[config.mk]
export PLATFORM = sky130hd
export DESIGN_NAME = ram_lsu_flat
export DESIGN_NICKNAME = d
export VERILOG_FILES = /design/src/rtl/lsu_pkg.sv /design/src/rtl/ram_lsu_if.sv /design/src/rtl/lsu_lane_align.sv /design/src/rtl/ram_lsu.sv /design/src/flat_wrapper.sv
export SDC_FILE = /design/constraint.sdc
export NUM_CORES = 1
export LEC_CHECK = 0
export ABC_AREA = 1
export CORE_MARGIN = 1.5
export CORE_UTILIZATION = 29
export DETAILED_ROUTE_END_ITERATION = 12
export PLACE_DENSITY = 0.59
export SLEW_MARGIN = 20
export SYNTH_ARGS = -nofsm -noshare
export SYNTH_HDL_FRONTEND = slang
export SYNTH_SLANG_ARGS = --single-unit
[constraint.sdc]
create_clock -name clk -period 1.75 [get_ports clk]
set_input_delay 0.35 -clock clk [delete_from_list [all_inputs] [get_ports clk]]
set_output_delay 0.35 -clock clk [all_outputs]
set_load 0.005 [all_outputs]
[src/rtl/lsu_pkg.sv]
// Shared definitions for the RAM load/store unit and the word-only data RAM.
package lsu_pkg;

  localparam logic [1:0] SIZE_BYTE = 2'b00;
  localparam logic [1:0] SIZE_HALF = 2'b01;
  localparam logic [1:0] SIZE_WORD = 2'b10;
  localparam logic [1:0] SIZE_ILL  = 2'b11;

  typedef enum logic [1:0] {
    S_IDLE = 2'd0,
    S_RD   = 2'd1,
    S_WR   = 2'd2,
    S_RESP = 2'd3
  } lsu_state_e;

  // Out of RAM range, so the RAM stays inactive while the bus is parked here.
  localparam logic [31:0] BUS_IDLE_ADDR = 32'hFFFF_FFFF;

  localparam int unsigned RAM_DEPTH = 100;

endpackage

[src/rtl/ram_lsu_if.sv]
// CPU request/response channel plus RAM word bus, as seen by the load/store unit.
interface ram_lsu_if;
  logic        req_valid;
  logic        req_ready;
  logic        req_we;
  logic [1:0]  req_size;
  logic        req_signed;
  logic [31:0] req_addr;
  logic [31:0] req_wdata;
  logic        rsp_valid;
  logic        rsp_err;
  logic [31:0] rsp_rdata;
  logic [31:0] bus_addr;
  logic        bus_w_r;
  logic [31:0] bus_wdata;
  logic [31:0] bus_rdata;

  modport slave (
    input  req_valid, req_we, req_size, req_signed, req_addr, req_wdata, bus_rdata,
    output req_ready, rsp_valid, rsp_err, rsp_rdata, bus_addr, bus_w_r, bus_wdata
  );

  modport master (
    output req_valid, req_we, req_size, req_signed, req_addr, req_wdata, bus_rdata,
    input  req_ready, rsp_valid, rsp_err, rsp_rdata, bus_addr, bus_w_r, bus_wdata
  );
endinterface

[src/rtl/lsu_lane_align.sv]
// Little-endian lane extraction for loads and lane merge for sub-word stores.
module lsu_lane_align
  import lsu_pkg::*;
(
  input  logic [31:0] word_i,
  input  logic [1:0]  lane_i,
  input  logic [1:0]  size_i,
  input  logic        signed_i,
  input  logic [31:0] wdata_i,
  output logic [31:0] load_o,
  output logic [31:0] merge_o
);

  logic [7:0]  byte_sel;
  logic [15:0] half_sel;
  logic [4:0]  byte_sh;
  logic [4:0]  half_sh;

  always_comb begin
    byte_sh  = {lane_i, 3'b000};
    half_sh  = {lane_i[1], 4'b0000};
    half_sel = lane_i[1] ? word_i[31:16] : word_i[15:0];
    case (lane_i)
      2'd0:    byte_sel = word_i[7:0];
      2'd1:    byte_sel = word_i[15:8];
      2'd2:    byte_sel = word_i[23:16];
      default: byte_sel = word_i[31:24];
    endcase

    load_o  = '0;
    merge_o = word_i;
    case (size_i)
      SIZE_BYTE: begin
        load_o  = {{24{signed_i & byte_sel[7]}}, byte_sel};
        merge_o = (word_i & ~(32'h0000_00FF << byte_sh)) | ({24'h0, wdata_i[7:0]} << byte_sh);
      end
      SIZE_HALF: begin
        load_o  = {{16{signed_i & half_sel[15]}}, half_sel};
        merge_o = (word_i & ~(32'h0000_FFFF << half_sh)) | ({16'h0, wdata_i[15:0]} << half_sh);
      end
      SIZE_WORD: begin
        load_o  = word_i;
        merge_o = wdata_i;
      end
      default: ;
    endcase
  end

endmodule

[src/rtl/ram_lsu.sv]
// Load/store unit: byte-addressed CPU requests to word accesses on the data RAM bus,
// with sub-word extraction, read-modify-write stores and error rejection.
module ram_lsu
  import lsu_pkg::*;
#(
  parameter int unsigned RAM_WORDS = RAM_DEPTH
) (
  input logic      clk,
  input logic      rst,
  ram_lsu_if.slave io
);

  localparam logic [29:0] WORDS_C = 30'(RAM_WORDS);

  lsu_state_e  state_q, state_d;
  logic        we_q, we_d;
  logic [1:0]  size_q, size_d;
  logic [1:0]  lane_q, lane_d;
  logic        signed_q, signed_d;
  logic [31:0] wdata_q, wdata_d;

  logic        req_ready_q, req_ready_d;
  logic        rsp_valid_q, rsp_valid_d;
  logic        rsp_err_q, rsp_err_d;
  logic [31:0] rsp_rdata_q, rsp_rdata_d;
  logic [31:0] bus_addr_q, bus_addr_d;
  logic        bus_w_r_q, bus_w_r_d;
  logic [31:0] bus_wdata_q, bus_wdata_d;

  logic [29:0] req_widx;
  logic        req_err;
  logic [31:0] load_val;
  logic [31:0] merge_val;

  assign req_widx = io.req_addr[31:2];

  always_comb begin
    req_err = 1'b0;
    if (io.req_size == SIZE_ILL)                               req_err = 1'b1;
    if (io.req_size == SIZE_HALF && io.req_addr[0])            req_err = 1'b1;
    if (io.req_size == SIZE_WORD && io.req_addr[1:0] != 2'b00) req_err = 1'b1;
    if (req_widx >= WORDS_C)                                   req_err = 1'b1;
  end

  // Fed straight from bus_rdata so the RD-ending edge captures the lane or merged word.
  lsu_lane_align u_align (
    .word_i   (io.bus_rdata),
    .lane_i   (lane_q),
    .size_i   (size_q),
    .signed_i (signed_q),
    .wdata_i  (wdata_q),
    .load_o   (load_val),
    .merge_o  (merge_val)
  );

  always_comb begin
    state_d     = state_q;
    we_d        = we_q;
    size_d      = size_q;
    lane_d      = lane_q;
    signed_d    = signed_q;
    wdata_d     = wdata_q;
    req_ready_d = 1'b0;
    rsp_valid_d = 1'b0;
    rsp_err_d   = 1'b0;
    rsp_rdata_d = '0;
    bus_addr_d  = BUS_IDLE_ADDR;
    bus_w_r_d   = 1'b0;
    bus_wdata_d = '0;

    case (state_q)
      S_IDLE: begin
        req_ready_d = 1'b1;
        if (io.req_valid && req_ready_q) begin
          we_d        = io.req_we;
          size_d      = io.req_size;
          lane_d      = io.req_addr[1:0];
          signed_d    = io.req_signed;
          wdata_d     = io.req_wdata;
          req_ready_d = 1'b0;
          if (req_err) begin
            state_d     = S_RESP;
            rsp_valid_d = 1'b1;
            rsp_err_d   = 1'b1;
          end else if (io.req_we && io.req_size == SIZE_WORD) begin
            state_d     = S_WR;
            bus_addr_d  = {2'b00, req_widx};
            bus_w_r_d   = 1'b1;
            bus_wdata_d = io.req_wdata;
          end else begin
            state_d    = S_RD;
            bus_addr_d = {2'b00, req_widx};
          end
        end
      end
      S_RD: begin
        if (we_q) begin
          state_d     = S_WR;
          bus_addr_d  = bus_addr_q;
          bus_w_r_d   = 1'b1;
          bus_wdata_d = merge_val;
        end else begin
          state_d     = S_RESP;
          rsp_valid_d = 1'b1;
          rsp_rdata_d = load_val;
        end
      end
      S_WR: begin
        state_d     = S_RESP;
        rsp_valid_d = 1'b1;
      end
      S_RESP: begin
        state_d     = S_IDLE;
        req_ready_d = 1'b1;
      end
      default: state_d = S_IDLE;
    endcase
  end

  always_ff @(posedge clk) begin
    if (rst) begin
      state_q     <= S_IDLE;
      we_q        <= 1'b0;
      size_q      <= '0;
      lane_q      <= '0;
      signed_q    <= 1'b0;
      wdata_q     <= '0;
      req_ready_q <= 1'b1;
      rsp_valid_q <= 1'b0;
      rsp_err_q   <= 1'b0;
      rsp_rdata_q <= '0;
      bus_addr_q  <= BUS_IDLE_ADDR;
      bus_w_r_q   <= 1'b0;
      bus_wdata_q <= '0;
    end else begin
      state_q     <= state_d;
      we_q        <= we_d;
      size_q      <= size_d;
      lane_q      <= lane_d;
      signed_q    <= signed_d;
      wdata_q     <= wdata_d;
      req_ready_q <= req_ready_d;
      rsp_valid_q <= rsp_valid_d;
      rsp_err_q   <= rsp_err_d;
      rsp_rdata_q <= rsp_rdata_d;
      bus_addr_q  <= bus_addr_d;
      bus_w_r_q   <= bus_w_r_d;
      bus_wdata_q <= bus_wdata_d;
    end
  end

  assign io.req_ready = req_ready_q;
  assign io.rsp_valid = rsp_valid_q;
  assign io.rsp_err   = rsp_err_q;
  assign io.rsp_rdata = rsp_rdata_q;
  assign io.bus_addr  = bus_addr_q;
  assign io.bus_w_r   = bus_w_r_q;
  assign io.bus_wdata = bus_wdata_q;

endmodule

[src/flat_wrapper.sv]
// flat-port wrapper written by rule: the top's interface ports become plain ports
module ram_lsu_flat import lsu_pkg::*;
#(
  parameter int unsigned RAM_WORDS = RAM_DEPTH
)
  (clk, rst, io_req_valid, io_req_we, io_req_size, io_req_signed, io_req_addr, io_req_wdata, io_bus_rdata, io_req_ready, io_rsp_valid, io_rsp_err, io_rsp_rdata, io_bus_addr, io_bus_w_r, io_bus_wdata);
  ram_lsu_if io_i ();
  input logic clk;
  input logic rst;
  input wire logic [$bits(io_i.req_valid)-1:0] io_req_valid;
  input wire logic [$bits(io_i.req_we)-1:0] io_req_we;
  input wire logic [$bits(io_i.req_size)-1:0] io_req_size;
  input wire logic [$bits(io_i.req_signed)-1:0] io_req_signed;
  input wire logic [$bits(io_i.req_addr)-1:0] io_req_addr;
  input wire logic [$bits(io_i.req_wdata)-1:0] io_req_wdata;
  input wire logic [$bits(io_i.bus_rdata)-1:0] io_bus_rdata;
  output wire logic [$bits(io_i.req_ready)-1:0] io_req_ready;
  output wire logic [$bits(io_i.rsp_valid)-1:0] io_rsp_valid;
  output wire logic [$bits(io_i.rsp_err)-1:0] io_rsp_err;
  output wire logic [$bits(io_i.rsp_rdata)-1:0] io_rsp_rdata;
  output wire logic [$bits(io_i.bus_addr)-1:0] io_bus_addr;
  output wire logic [$bits(io_i.bus_w_r)-1:0] io_bus_w_r;
  output wire logic [$bits(io_i.bus_wdata)-1:0] io_bus_wdata;
  assign io_i.req_valid = io_req_valid;
  assign io_i.req_we = io_req_we;
  assign io_i.req_size = io_req_size;
  assign io_i.req_signed = io_req_signed;
  assign io_i.req_addr = io_req_addr;
  assign io_i.req_wdata = io_req_wdata;
  assign io_i.bus_rdata = io_bus_rdata;
  assign io_req_ready = io_i.req_ready;
  assign io_rsp_valid = io_i.rsp_valid;
  assign io_rsp_err = io_i.rsp_err;
  assign io_rsp_rdata = io_i.rsp_rdata;
  assign io_bus_addr = io_i.bus_addr;
  assign io_bus_w_r = io_i.bus_w_r;
  assign io_bus_wdata = io_i.bus_wdata;
  ram_lsu #(.RAM_WORDS(RAM_WORDS)) u_core (.clk(clk), .rst(rst), .io(io_i));
endmodule
==> flow_summary.yaml, run 1 <==
status:
  status: "complete, no violations"
synth:
  synth_edf_count: 0
  synthesis.nets: 1071
  syn_area_um2: 6668
  async_flop_share_pct: 0
  ys_types: 38
  synthFlopType: "dfxtp_1"
  postSynthAreaPerCell_um2: 6.917
  yosys_warnings: 0
  synth_seq_cells: 139
  ys_seq_area_share_pct: 41.73
  synth_cells: 964
cts:
  cts.repair.resized: 0
  post_cts_buffers: 0
  cts_buffers: 17
  cts_hold_buf: 0
  clock_path_buffers: 2
  clock_sinks: 139
  tritoncts: "built"
  cts_root_buffer: "clkbuf_16"
  insertion_delay_ns: 0.43
  path_clk_slew_ns: 0.06
  htreeDepth: 4
global_routing:
  grt_pass1_wl_um: 36800
  grt_antenna_before_repair: 0
  grt-ovfl-total: 0
  grt_max_degree: 51
  track_usage_pct: 19.86
  first_global_vias: 6810
sta:
  rsz0062_at_grt: "false"
  min_period_over_period_pct: 94.41
  slew_headroom_pct: 66.96
  timing.fmax_mhz: 605.3
  fin_crit_ns: 1.652
  fin_ws_ns: 0.09784
  finalMaxSlewViolations: 0
  clock_skew_ns: 0.009330
  setup_viol: 0
  hold_viol: 0
  max_slew.worst_pin.slew_ns: 0.4929
worst_setup_path:
  critPathBufInv: 1
  crit_path_start: "u_core.io.bus_wdata[13]"
  cpPeakStageDelay_ns: 0.51
  crit_path_end_kind: "primary output"
  path_cells: "clkdlybuf4s50_1"
  crit_path_start_kind: "register"
  crit_path_max_fanout: 1
  cp.arrival_ns: 1.30
  cp_data_required_time_ns: 1.40
  cp_slowest_cell: "clkdlybuf4s50_1"
  crit_family: "buffers and inverters"
  crit_type: "reg -> out"
  timing.rr.start: "u_core.size_q[1]"
worst_hold_path:
  worstHoldStart: "rst"
  hold_class: "in -> reg"
power:
  p_sw_share_pct: 36.88
  p_int_mw: 7.351
  power_frac_clock_pct: 30.0
  pwr_density_cell_nw_per_um2: 1158
  switching_power_mw: 4.296
  seqPwrFrac_pct: 32.0
  leakagePower_nw: 4.108
  combPwrFrac_pct: 38.0
  max-vdd-ir-drop_uv: 696.4
die:
  fp-row-count: 55
  ios: 203
  die_x_um: 154.6
  die_area_um2: 23910
  initial_core_util_pct: 29.54
  core_um2: 22570
  die_h_um: 154.6
layout:
  layoutNonFillerInstCount: 1508
  n_antenna_cell: 0
  final_common_cell: "nand2_1"
  drive_above_1_share_pct: 12.43
  fin_nets: 1317
  area_growth_pct: 50.83
  fillers: 2324
  layout_common_cells: "nand2_1, clkdlybuf4s50_1, dfxtp_1, inv_1, a21oi_1"
job:
  max_cap_violations: 0
drt:
  firstDrtPassIters: 5
  wl_um: 23730
  ant_nets: 0
  routedWlPerCell_um: 15.74
  drc: 0
  dr_total_vias: 7172
  vias_per_cell: 4.756
  drtIter0Drc: 514
place:
  place_inst: 1476
  io_buffer_count: 202
  post-dp-hpwl_um: 18100
  place_ws_ns: -0.2545
  place.gp.congestion: 0.9309
-- worst paths after layout --
check / endpoint / slack (ns) / depth (start not counted)
max reg2reg: u_core.io.rsp_rdata[10] / 0.12 / 8
max: io_bus_wdata[13] / 0.1 / 1
min: u_core.state_q[0] / 0.22 / 2
min reg2reg: u_core.wdata_q[18] / 0.46 / 2
-- registers in the layout (all words and copies together) (netlist names), 2 cells and up --
name and flops:
u_core.io.bus_addr 31, u_core.state_q 2, u_core.io.bus_wdata 32, u_core.lane_q 2
u_core.io.rsp_rdata 32, u_core.wdata_q 32, u_core.size_q 2
-- logic make-up after synthesis --
logic type,Yosys count,synth area share [%]
fa+ha+maj,4,0.7506
mux,7,1.051
compound gates,196,15.59
flops,139,41.73
buf+inv,200,12.24
simple gates,418,28.64
-- cell usage after synthesis, types with 2 or more instances --
master / instances / area [um^2]
nand2_1: 221 / 829.6
dfxtp_1: 139 / 2783
inv_1: 132 / 495.5
a21oi_1: 118 / 590.6
nor2_1: 66 / 247.7
nand3_1: 62 / 310.3
o21ai_0: 36 / 180.2
nand4_1: 34 / 212.7
clkbuf_1: 24 / 90.09
o21ai_1: 20 / 100.1
buf_2: 19 / 95.09
inv_2: 8 / 30.03
mux2i_1: 7 / 70.07
nand3b_1: 7 / 52.55
buf_1: 6 / 22.52
a22oi_1: 5 / 37.54
buf_4: 5 / 37.54
o221ai_1: 5 / 43.79
ha_1: 4 / 50.05
nand2_2: 4 / 25.02
nor2_2: 4 / 25.02
nor2_4: 4 / 45.04
o22ai_1: 4 / 25.02
or2_2: 4 / 25.02
buf_6: 3 / 33.78
clkinv_1: 3 / 11.26
nand2_4: 3 / 33.78
nand3_2: 3 / 30.03
nor2_8: 2 / 40.04
nor3_1: 2 / 10.01
o21a_1: 2 / 15.01
o21ai_2: 2 / 17.52
-- final cells by class --
cell class                 instances  area [um^2]  share of cell area [%]
sequential                       139         2783                   27.67
clock inverter                    12        115.1                   1.145
multi-input combinational        625         3079                   30.62
inverter                         143        540.5                   5.374
tap                              285        356.6                   3.546
timing repair buffer             284         2736                   27.21
clock buffer                      20        446.7                   4.441
-- routing by layer --
| metal | track usage, % | share of wire, % | wire [um] | up-vias |
|---|---|---|---|---|
| met5 | 0 | 0 | 0 | - |
| met4 | 6.914 | 2.2 | 521 | 0 |
| met3 | 6.837 | 8.8 | 2081 | 35 |
| met2 | 31.04 | 44 | 10460 | 302 |
| met1 | 25.43 | 45 | 10670 | 3243 |
| li1 | - | - | - | 3592 |
-- stage by stage --
step | utilization, % | power [mW] | TNS, ns | instance area, um^2 | hold WS [ns]
floorplan | - | 6.288 | 0 | 6668 | 0.4418
global placement | 42.00 | 8.140 | -11.49 | 9480 | 0.4547
detailed placement | 42.00 | 8.148 | -13.76 | 9480 | 0.4540
CTS | 44.49 | 11.65 | 0 | 10040 | 0.2114
global route | 44.56 | 12.37 | 0 | 10060 | 0.2225
finish | 44.56 | 11.65 | 0 | 10060 | 0.2152
-- power by group through the flow --
stage	logic, mW	clock network (mW)	registers [mW]
after detailed placement	4.35	0	3.79
after floorplan	2.56	0	3.73
final	4.42	3.49	3.73
after global placement	4.35	0	3.79
after CTS	4.38	3.54	3.73
after global routing	4.92	3.69	3.76
(Power assumes the default switching activity.)
==> run 2, diff against run 1 <==
--- a/config.mk
+++ b/config.mk
@@ -6,6 +6,7 @@
 export NUM_CORES = 1
 export LEC_CHECK = 0
 export ABC_AREA = 1
+export ABC_CLOCK_PERIOD_IN_PS = 1750
 export CORE_MARGIN = 1.5
 export CORE_UTILIZATION = 29
 export DETAILED_ROUTE_END_ITERATION = 12
==> results of run 2 <==
Same layout as run 1: the final DEF is identical, and so are final timing and power.
